$ cat config.mk
export PLATFORM = sky130hd
export DESIGN_NAME = alu_op_sequencer
export DESIGN_NICKNAME = d
export VERILOG_FILES = /design/src/rtl/alu_op_sequencer.sv
export SDC_FILE = /design/constraint.sdc
export NUM_CORES = 1
export LEC_CHECK = 0
export CAP_MARGIN = 20
export CORE_ASPECT_RATIO = 0.6
export CORE_UTILIZATION = 50
export DETAILED_ROUTE_END_ITERATION = 10
export PLACE_DENSITY = 0.78
export SETUP_SLACK_MARGIN = 0.05
export SLEW_MARGIN = 10
export SYNTH_ARGS = -nofsm -noshare
export SYNTH_HDL_FRONTEND = slang
export SYNTH_SLANG_ARGS = --single-unit
$ cat constraint.sdc
create_clock -name clk -period 2.55 [get_ports clk]
set_clock_uncertainty 0.15 [all_clocks]
set_input_delay 0.51 -clock clk [delete_from_list [all_inputs] [get_ports clk]]
set_output_delay 0.51 -clock clk [all_outputs]
set_load 0.1 [all_outputs]
$ cat src/rtl/alu_op_sequencer.sv
// alu_op_sequencer: sweeps enabled ALU opcodes over all operands and captures results; ALU_SEQ_CHECK_EN adds a golden-model checker
module alu_op_sequencer #(
  parameter int         SETTLE_CYCLES = 1,
  parameter logic [7:0] OP_MASK       = 8'hFF
) (
  input  logic        clk,
  input  logic        reset,
  input  logic        start,
  input  logic        abort,
  output logic        alu_m,
  output logic        alu_s1,
  output logic        alu_s0,
  output logic [1:0]  alu_a,
  input  logic        alu_result,
  output logic        busy,
  output logic        done,
  output logic        vec_valid,
  output logic [31:0] result_vec
`ifdef ALU_SEQ_CHECK_EN
  ,
  output logic [5:0]  err_count,
  output logic        mismatch
`endif
);
  typedef enum logic [1:0] {IDLE, DRIVE, SAMPLE, DONE} state_t;
  state_t state, state_n;
  logic [2:0] op, first_op, nxt_op;
  logic [1:0] a;
  logic [3:0] cnt;
  logic has_next, go, smp, settled;
  assign go = state == IDLE && start;
  assign smp = state == SAMPLE && !abort;
  assign settled = cnt == 4'(SETTLE_CYCLES - 1);
  assign busy = state == DRIVE || state == SAMPLE;
  assign done = state == DONE;
  assign {alu_m, alu_s1, alu_s0, alu_a} = busy ? {op, a} : 5'd0;
  always_comb begin
    first_op = 3'd0;
    nxt_op = 3'd0;
    has_next = 1'b0;
    for (int i = 7; i >= 0; i--) begin
      if (OP_MASK[i]) first_op = 3'(i);
      if (OP_MASK[i] && 3'(i) > op) begin
        nxt_op = 3'(i);
        has_next = 1'b1;
      end
    end
  end
  always_comb begin
    state_n = state == IDLE ? (start ? (OP_MASK == 8'd0 ? DONE : DRIVE) : IDLE)
            : (state == DONE || abort) ? IDLE
            : state == DRIVE ? (settled ? SAMPLE : DRIVE)
            : (a != 2'd3 || has_next) ? DRIVE : DONE;
  end
  always_ff @(posedge clk or posedge reset) begin
    if (reset) state <= IDLE;
    else state <= state_n;
  end
  always_ff @(posedge clk or posedge reset) begin
    if (reset) begin
      op <= 3'd0;
      a <= 2'd0;
      cnt <= 4'd0;
      result_vec <= 32'd0;
      vec_valid <= 1'b0;
    end else begin
      cnt <= (state == DRIVE && !abort && !settled) ? cnt + 4'd1 : 4'd0;
      if (go) begin
        op <= first_op;
        a <= 2'd0;
        result_vec <= 32'd0;
        vec_valid <= 1'b0;
      end
      if (smp) begin
        result_vec[{op, a}] <= alu_result;
        a <= a + 2'd1;
        if (a == 2'd3) op <= nxt_op;
      end
      if (done) vec_valid <= 1'b1;
    end
  end
`ifdef ALU_SEQ_CHECK_EN
  logic golden, bad;
  assign golden = op[1] ? (op[0] ? ~^a : ^a) : (op[0] ? ~a[1] : a[1]);
  assign bad = smp && alu_result != golden;
  always_ff @(posedge clk or posedge reset) begin
    if (reset) begin
      err_count <= 6'd0;
      mismatch <= 1'b0;
    end else begin
      mismatch <= bad;
      if (go) err_count <= 6'd0;
      else if (bad && err_count != 6'd32) err_count <= err_count + 6'd1;
    end
  end
`endif
endmodule

* After elaboration in Yosys (flattened, before gate mapping)
Index checks and enable logic that the tools add are counted.
Word-level totals: input bits 5, word-level logic and storage cells 73, register bits 44, output and inout bits 40
Cells by class: reduce and logical (&&, ||, !) cells 14, magnitude comparators 10, equality and inequality tests 5, $add $sub $neg 2, muxes and demuxes 36
Operator list (number):
- two-way mux 32 bit | 2
- two-way mux 3 bit | 11
- bitwise mux 32 bit | 1
- two-way mux 2 bit | 7
- > comparator 3 bit, first input constant | 4
- two-way mux 1 bit | 12
- == test 2 bit, second input constant | 3
- > comparator 1 x 3 -> 1 bit, first input constant | 2
- > comparator 2 x 3 -> 1 bit, first input constant | 2
- < comparator 5 x 6 -> 1 bit, second input constant | 1
- demux 1 bit (select 5 bit) | 1
- >= comparator 5 x 1 -> 1 bit, second input constant | 1
- logical AND 1 bit | 5
- two-way mux 5 bit | 1
- adder 4 x 1 -> 4 bit, second input constant | 1
- zero test 4 bit | 1
- two-way mux 4 bit | 1
- nonzero test 2 bit | 2
- logical OR 1 bit | 3
- adder 2 x 1 -> 2 bit, second input constant | 1
- == test 2 x 1 -> 1 bit, second input constant | 1
- zero test 1 bit | 2
- zero test 2 bit | 1
- inequality test 2 bit, second input constant | 1

* Longest topological paths before layout
Gate-level depths: netlist of the first run.
depth in word-level cells 14, depth in mapped cells 7, depth with buffers taken out 5

* Worst setup path after synthesis of the first run
No wires, ideal clock.
path kind flip-flop to output port, start point register state[0], end point output port alu_a[0], stages on the path, launching flop included 4, arrival 2167 ps, slack -277 ps, path buffers 0, path through dfrtp_1 > inv_1 > ha_1 > and2_1
Between the ends: cells in the longest elaborated chain, start to end 3
RTL lines:
- from (decl) | line 26 | state_t state, state_n;
- from (signal assigned) | line 57 | else state <= state_n;
- == test 2 x 1 -> 1 bit or == test 2 bit (tied branches) | line 34 | assign busy = state == DRIVE || state == SAMPLE;
- logical OR 1 bit * | line 34
- via busy | line 15 | output logic busy,
- two-way mux 5 bit * | line 36 | assign {alu_m, alu_s1, alu_s0, alu_a} = busy ? {op, a} : 5'd0;
- to (decl) | line 13 | output logic [1:0] alu_a,
Mark *: on every way through the listed nets, which the timed path passes. The rest lies on a longest branch.

* Final worst setup path of the first run
start point register state[1], end point output port alu_s0
Between the ends: cells in the longest elaborated chain, start to end 3
RTL lines:
- == test 2 x 1 -> 1 bit or == test 2 bit (tied branches) | line 34
- logical OR 1 bit * | line 34
- two-way mux 5 bit * | line 36
- to (decl) | line 12 | output logic alu_s0,
Every way passes the cells marked *; elsewhere a longest branch is shown, timed or not.

==> metrics.md, run 1 <==
| Metric | Value |
|---|---|
| Lkg Pwr | `~1.4 nW` |
| Startpoint Class | `flip-flop` |
| Pin count of the biggest net entering global routing | `45` |
| Fin. max-slew vios | `0` |
| Clk sinks | `44` |
| CTS HTree Levels | `2` |
| Synth Warn # | `0` |
| Max Clk Rate | `450 MHz` |
| Resize count post-CTS | `0` |
| R2R setup slack | `0.53 ns` |
| Area share of the leading cell type in the synthesized netlist | `0.486` |
| Post-synth EDFFs | `0` |
| R2R Path End | `result_vec[27]` |
| Synth top cells by count | `dfrtp_1 (44), nand2_1 (27), o211ai_1 (15), o31ai_1 (15), mux2i_1 (13)` |
| Flop pwr share | `0.431` |
| # diodes | `0` |
| Clock Power Share | `0.241` |
| Final period util | `0.871` |
| Setup bufs post-CTS | `0` |
| Worst-case clock buffer depth | `2` |
| Initial cell density of the core | `0.535` |
| Worst r2r src | `state[0]` |
| Synth cell types | `32` |
| Synthesized area per cell | `10.8 um^2` |
| Top post-synthesis cells by area | `dfrtp_1 (49%), mux2i_1 (5.7%), ha_1 (5.5%)` |
| Core ar. | `0.00423 mm^2` |
| Skew-Pair Late Insertion Delay | `0.30 ns` |
| GRT Residual Overflow | `0` |
| Clk root buf | `clkbuf_8` |
| Cell taking the most area after synthesis | `dfrtp_1` |
| Min-Delay Path Class | `flip-flop to flip-flop` |
| Critical Path AT | `1.56 ns` |
| Num ports | `45` |
| FF-to-FF path depth | `5` |
| Internal Power | `1.07 mW` |
| Initial antenna violation count | `0` |
| VDD IR-drop max | `roughly 0.87 mV` |
| Die width | `88.9 um` |
| Via count | `1708` |
| Post-Place Worst Slack | `0.181 ns` |
| Post-synthesis sequential area ratio | `0.486` |
| Final ANT Viol Nets | `0` |
| PwrDens | `622 mW/mm^2` |
| DR DRC count | `0` |
| Syn Nets | `224` |
| GRT Util Overall | `0.217` |
| Clk slew on worst S/H paths | `0.09 ns` |
| Yosys reg bits | `between 40 and 50` |
| Hold Crit Start | `cnt[0]` |
| Worst Path Class, Setup | `flip-flop to output pin` |
| Net Switching | `673 uW` |
| Logic pwr share | `0.328` |
| Drt initial violations | `130` |
| Hold Path Stages | `1` |
| Slew margin rel. | `0.641` |
| Final setup fails | `0` |
| Die Ht | `54.2 um` |
| Share of post-route cells with drive strength above 1 | `0.294` |
| Max_cap viols | `0` |
| Synthesized area | `roughly 0.0023 mm^2` |
| Crit path max fanout | `6` |
| Die area | `between 0.004 and 0.005 mm^2` |
| Gpl congestion | `0.738` |
| CTS tree | `built` |
| # nets final | `263` |
| Global-route wire length before repair | `between 7 and 8 mm` |
| FP Rows | `18` |
| Fin. Hold Viols | `0` |
| FFs w/ async S/R, synth | `1.00` |
| Min-Delay Endpoint | `cnt[0]` |
| Setup crit end kind | `output pin` |
| Pre-antenna DRT Iters | `4` |
| Vias per Instance | `5.55` |
| Avg WL per Cell | `15.6 um` |
| Hpwl dp | `3.26 mm` |
| TNS Setup | `0 ns` |
| Status | `completed` |
| P&R area growth vs syn | `23.9%` |
| CTS Hold Bufs | `0` |
| Post-Synthesis Cells | `209` |
| Vias in the first global route | `1536` |
| Number of CTS-inserted buffers | `5` |
| Critical path required time | `roughly 1.9 ns` |
| Switching share of power | `0.385` |
| Worst Tran Pin Value | `roughly 0.54 ns` |
| Minimum clock period | `2.22 ns` |
| IO Port Bufs | `44` |
| Final setup margin | `roughly 0.33 ns` |
| RSZ-0062 raised after global routing | `false` |
| Post-synth top flop | `dfrtp_1` |
| Top-count cell post-synth | `dfrtp_1` |
| Post-Route WL | `4.81 mm` |
[logic make-up (layout without fill, tap and decap cells)]
group,count (synthesis),count (layout),synth area share
buffers and inverters,26,65,0.0508
AND/OR/NAND/NOR,69,69,0.179
XOR/XNOR,2,2,0.00773
AO/OA/AOI/OAI,45,45,0.164
flip-flops,44,44,0.486
multiplexers,13,13,0.0574
adder cells (fa/ha/maj),10,10,0.0552
[routing by layer]
metal / track usage / vias to the layer above / wire [um]
met5: 0 / - / 0
li1: - / 825 / -
met3: 0.0537 / 5 / 244
met2: 0.321 / 43 / 2040
met1: 0.317 / 835 / 2490
met4: 0.0661 / 0 / 36
[how the worst max path moves through the flow]
stage | start | endpoint | cells past startpoint
3_5_place_dp | abort | result_vec[23] | 4
3_3_place_gp | abort | result_vec[15] | 4
2_1_floorplan | state[1] | alu_a[0] | 3
5_1_grt | state[1] | alu_s1 | 4
4_1_cts | state[1] | alu_s0 | 4
6_report | state[1] | alu_s0 | 4
[cell type report]
class                      instances  area (um^2)
tap                               60         75.1
fill                             359         1430
sequential                        44         1100
clock inverter                     2         12.5
timing repair buffer              47          450
multi-input combinational        139         1060
clock buffer                       5         68.8
inverter                          11         41.3
[registers in the layout, indices dropped and copies added (netlist names)]
| register | cells |
|---|---|
| result_vec | 32 |
| cnt | 4 |
| op | 3 |
| a | 2 |
| state | 2 |
| vec_valid | 1 |
[power by group through the flow]
stage / combinational (mW) / sequential [mW] / clock, mW
floorplan: 0.340 / 0.840 / 0
CTS: 0.575 / 0.753 / 0.435
global route: 0.606 / 0.759 / 0.459
finish: 0.573 / 0.753 / 0.421
detailed placement: 0.573 / 0.767 / 0
global placement: 0.569 / 0.765 / 0
[per-stage QoR]
step / util / area [um^2] / hold WS, ns / cells / power, mW
floorplan: - / 2280 / 0.303 / 209 / 1.18
global placement: 0.644 / 2730 / 0.320 / 301 / 1.33
detailed placement: 0.644 / 2730 / 0.331 / 301 / 1.34
CTS: 0.663 / 2810 / 0.342 / 308 / 1.76
global route: 0.663 / 2810 / 0.368 / 308 / 1.82
finish: 0.663 / 2810 / 0.340 / 308 / 1.75
[critical path: stages, from the launching register on]
cell and delay (ns):
dfrtp_1 0.41, inv_1 0.08, ha_2 0.40, and2_2 0.19
buf_12 0.17
[cells in the final DEF (no fill, tap or decap), types with 3 or more instances in the layout]
cell type	netlist	routed
and2_2	0	5
and3b_1	4	4
buf_12	0	7
buf_4	3	36
clkbuf_8	0	5
clkdlybuf4s50_1	0	4
dfrtp_1	44	44
ha_1	10	9
inv_1	11	11
mux2i_1	13	13
nand2_1	27	27
nand3_1	8	8
nand3b_1	5	5
nand3b_2	5	5
nor2_1	6	6
nor3b_2	3	3
o211ai_1	15	15
o211ai_2	4	4
o21ai_0	3	3
o31ai_1	15	15
o31ai_2	4	4
(Power assumes the default switching activity.)
==> run 2, diff against run 1 <==
Clock period 2.55 ns to 2.39 ns, I/O delays scaled along.
==> run 2 against run 1 <==
Non-clock buffer count increased by 2; via count decreased by 0.35%; largest power group unchanged; power increased by 16%; combinational power increased by 10%; first-iteration DRC count increased by 6.9%; worst hold slack improved by 0.0083 ns.
==> metrics.md, run 2 (synthesis gave the netlist of run 1 again) <==
| Metric | Value |
|---|---|
| Hpwl dp | `3.22 mm` |
| R2R Path End | `result_vec[15]` |
| Vias in the first global route | `1548` |
| Via count | `approximately 1.7k` |
| Lkg Pwr | `between 1 and 1.5 nW` |
| IO Port Bufs | `44` |
| Global-route wire length before repair | `7.67 mm` |
| Post-Route WL | `~4.7 mm` |
| Most common cell after layout, fill and taps aside | `dfrtp_1` |
| Final setup margin | `0.251 ns` |
| Initial cell density of the core | `0.535` |
| Crit path max-delay cell type | `ha_2` |
| GRT Util Overall | `0.217` |
| CTS tree | `built` |
| Final setup fails | `0` |
| Most frequent cells in the layout | `dfrtp_1 (44), buf_4 (37), nand2_1 (27)` |
| Die width | `around 89 um` |
| Critical-path cell list | `inv_1 > ha_2 > and2_2 > buf_12` |
| Avg WL per Cell | `15.0 um` |
| DR DRC count | `0` |
| Minimum clock period | `roughly 2.1 ns` |
| R2R setup slack | `a little under 0.5 ns` |
| Setup bufs post-CTS | `0` |
| Cells after DPL | `between 300 and 400` |
| Core ar. | `0.00423 mm^2` |
| Post-Place Worst Slack | `0.322 ns` |
| FF-to-FF path depth | `6` |
| PwrDens | `roughly 710 mW/mm^2` |
| Worst r2r src | `state[0]` |
| Clk slew on worst S/H paths | `~0.070 ns` |
| Crit path max fanout | `6` |
| CP max stage delay | `0.40 ns` |
| Final Non-Filler Cells | `311` |
| Pre-antenna DRT Iters | `4` |
| Worst-case clock buffer depth | `2` |
| Final ANT Viol Nets | `0` |
| Worst Tran Pin Value | `0.549 ns` |
| Num ports | `45` |
| Critical path required time | `1.76 ns` |
| Initial antenna violation count | `0` |
| P&R area growth vs syn | `26.9%` |
| Drt initial violations | `139` |
| Number of CTS-inserted buffers | `5` |
| Status | `completed` |
| Setup crit end kind | `output pin` |
| # nets final | `approximately 270` |
| Fin. Hold Viols | `0` |
| Regs by FF count | `result_vec: 32 flops, cnt: 4 flops, op: 3 flops` |
| Max Clk Rate | `~470 MHz` |
| Clk sinks | `44` |
| Biggest register | `result_vec` |
| Gpl congestion | `0.742` |
| GRT Residual Overflow | `0` |
| RSZ-0062 raised after global routing | `false` |
| Die area | `0.00482 mm^2` |
| Vias per Instance | `5.47` |
| Skew-Pair Late Insertion Delay | `around 0.30 ns` |
| Hold Crit Start | `cnt[0]` |
| TNS Setup | `0 ns` |
| Min-Delay Path Class | `flip-flop to flip-flop` |
| Share of post-route cells with drive strength above 1 | `0.303` |
| # diodes | `0` |
| Final period util | `0.895` |
| VDD IR-drop max | `about 0.94 mV` |
| CTS HTree Levels | `2` |
| Largest register FFs | `32` |
| Resize count post-CTS | `0` |
| Clk root buf | `clkbuf_8` |
| Die Ht | `54.2 um` |
| Final Cell Area | `0.00288 mm^2` |
| CTS Hold Bufs | `0` |
| FP Rows | `18` |
| Startpoint Class | `flip-flop` |
| Worst Path Class, Setup | `flip-flop to output pin` |
| Max_cap viols | `0` |
| Critical Path AT | `1.51 ns` |
| Area after DPL | `between 0.002 and 0.003 mm^2` |
| Pin count of the biggest net entering global routing | `45` |
| Fin. max-slew vios | `0` |
| Slew margin rel. | `0.634` |
| Min-Delay Endpoint | `cnt[0]` |
| Hold Path Stages | `1` |
run 2: cell count changes in the layout (fill, tap and decap cells not counted):
cell / before / now
bufinv_16: 0 / 1
clkinvlp_4: 1 / 0
clkbuf_8: 5 / 6
clkinv_4: 0 / 1
buf_4: 36 / 37
buf_12: 7 / 8
clkinv_2: 1 / 0
run 2: metrics by stage:
stage / power (mW) / utilization / hold WS [ns]
3_3_place_gp: 1.44 / 0.651 / 0.314
3_5_place_dp: 1.45 / 0.651 / 0.332
5_1_grt: 2.12 / 0.679 / 0.374
6_report: 2.03 / 0.679 / 0.349
2_1_floorplan: 1.26 / - / 0.303
4_1_cts: 2.05 / 0.679 / 0.350
run 2: critical path: cells and delay by family (launching register included):
family | cells | cell delay, ns
flops | 1 | 0.38
simple gates | 1 | 0.19
buf+inv | 2 | 0.25
fa+ha+maj | 1 | 0.40
run 2: area by class of cell:
class / count / area [um^2]
Tap cell: 60 / 75.1
Clock inverter: 2 / 38.8
Clock buffer: 6 / 82.6
Fill cell: 345 / 1360
Timing Repair Buffer: 49 / 478
Sequential cell: 44 / 1100
Multi-Input combinational cell: 139 / 1060
Inverter: 11 / 41.3
run 2: metal layers:
layer | vias to the layer above | share of wire | global-route usage
met4 | 0 | 0.0058 | 0.0503
met5 | - | 0 | 0
met2 | 41 | 0.41 | 0.308
li1 | 827 | - | -
met1 | 829 | 0.53 | 0.331
met3 | 5 | 0.048 | 0.0552
run 2: how the worst max path moves through the flow:
stage,from,end
4_1_cts,state[1],alu_s1
3_3_place_gp,abort,result_vec[15]
3_5_place_dp,abort,result_vec[15]
5_1_grt,state[1],alu_s1
6_report,state[1],alu_s1
2_1_floorplan,state[1],alu_a[0]
run 2: report_power, final:
| group | switching (mW) | internal [mW] | total, mW |
|---|---|---|---|
| Sequential | 0.0281 | 0.774 | 0.803 |
| Clock | 0.257 | 0.342 | 0.599 |
| Combinational | 0.440 | 0.191 | 0.631 |
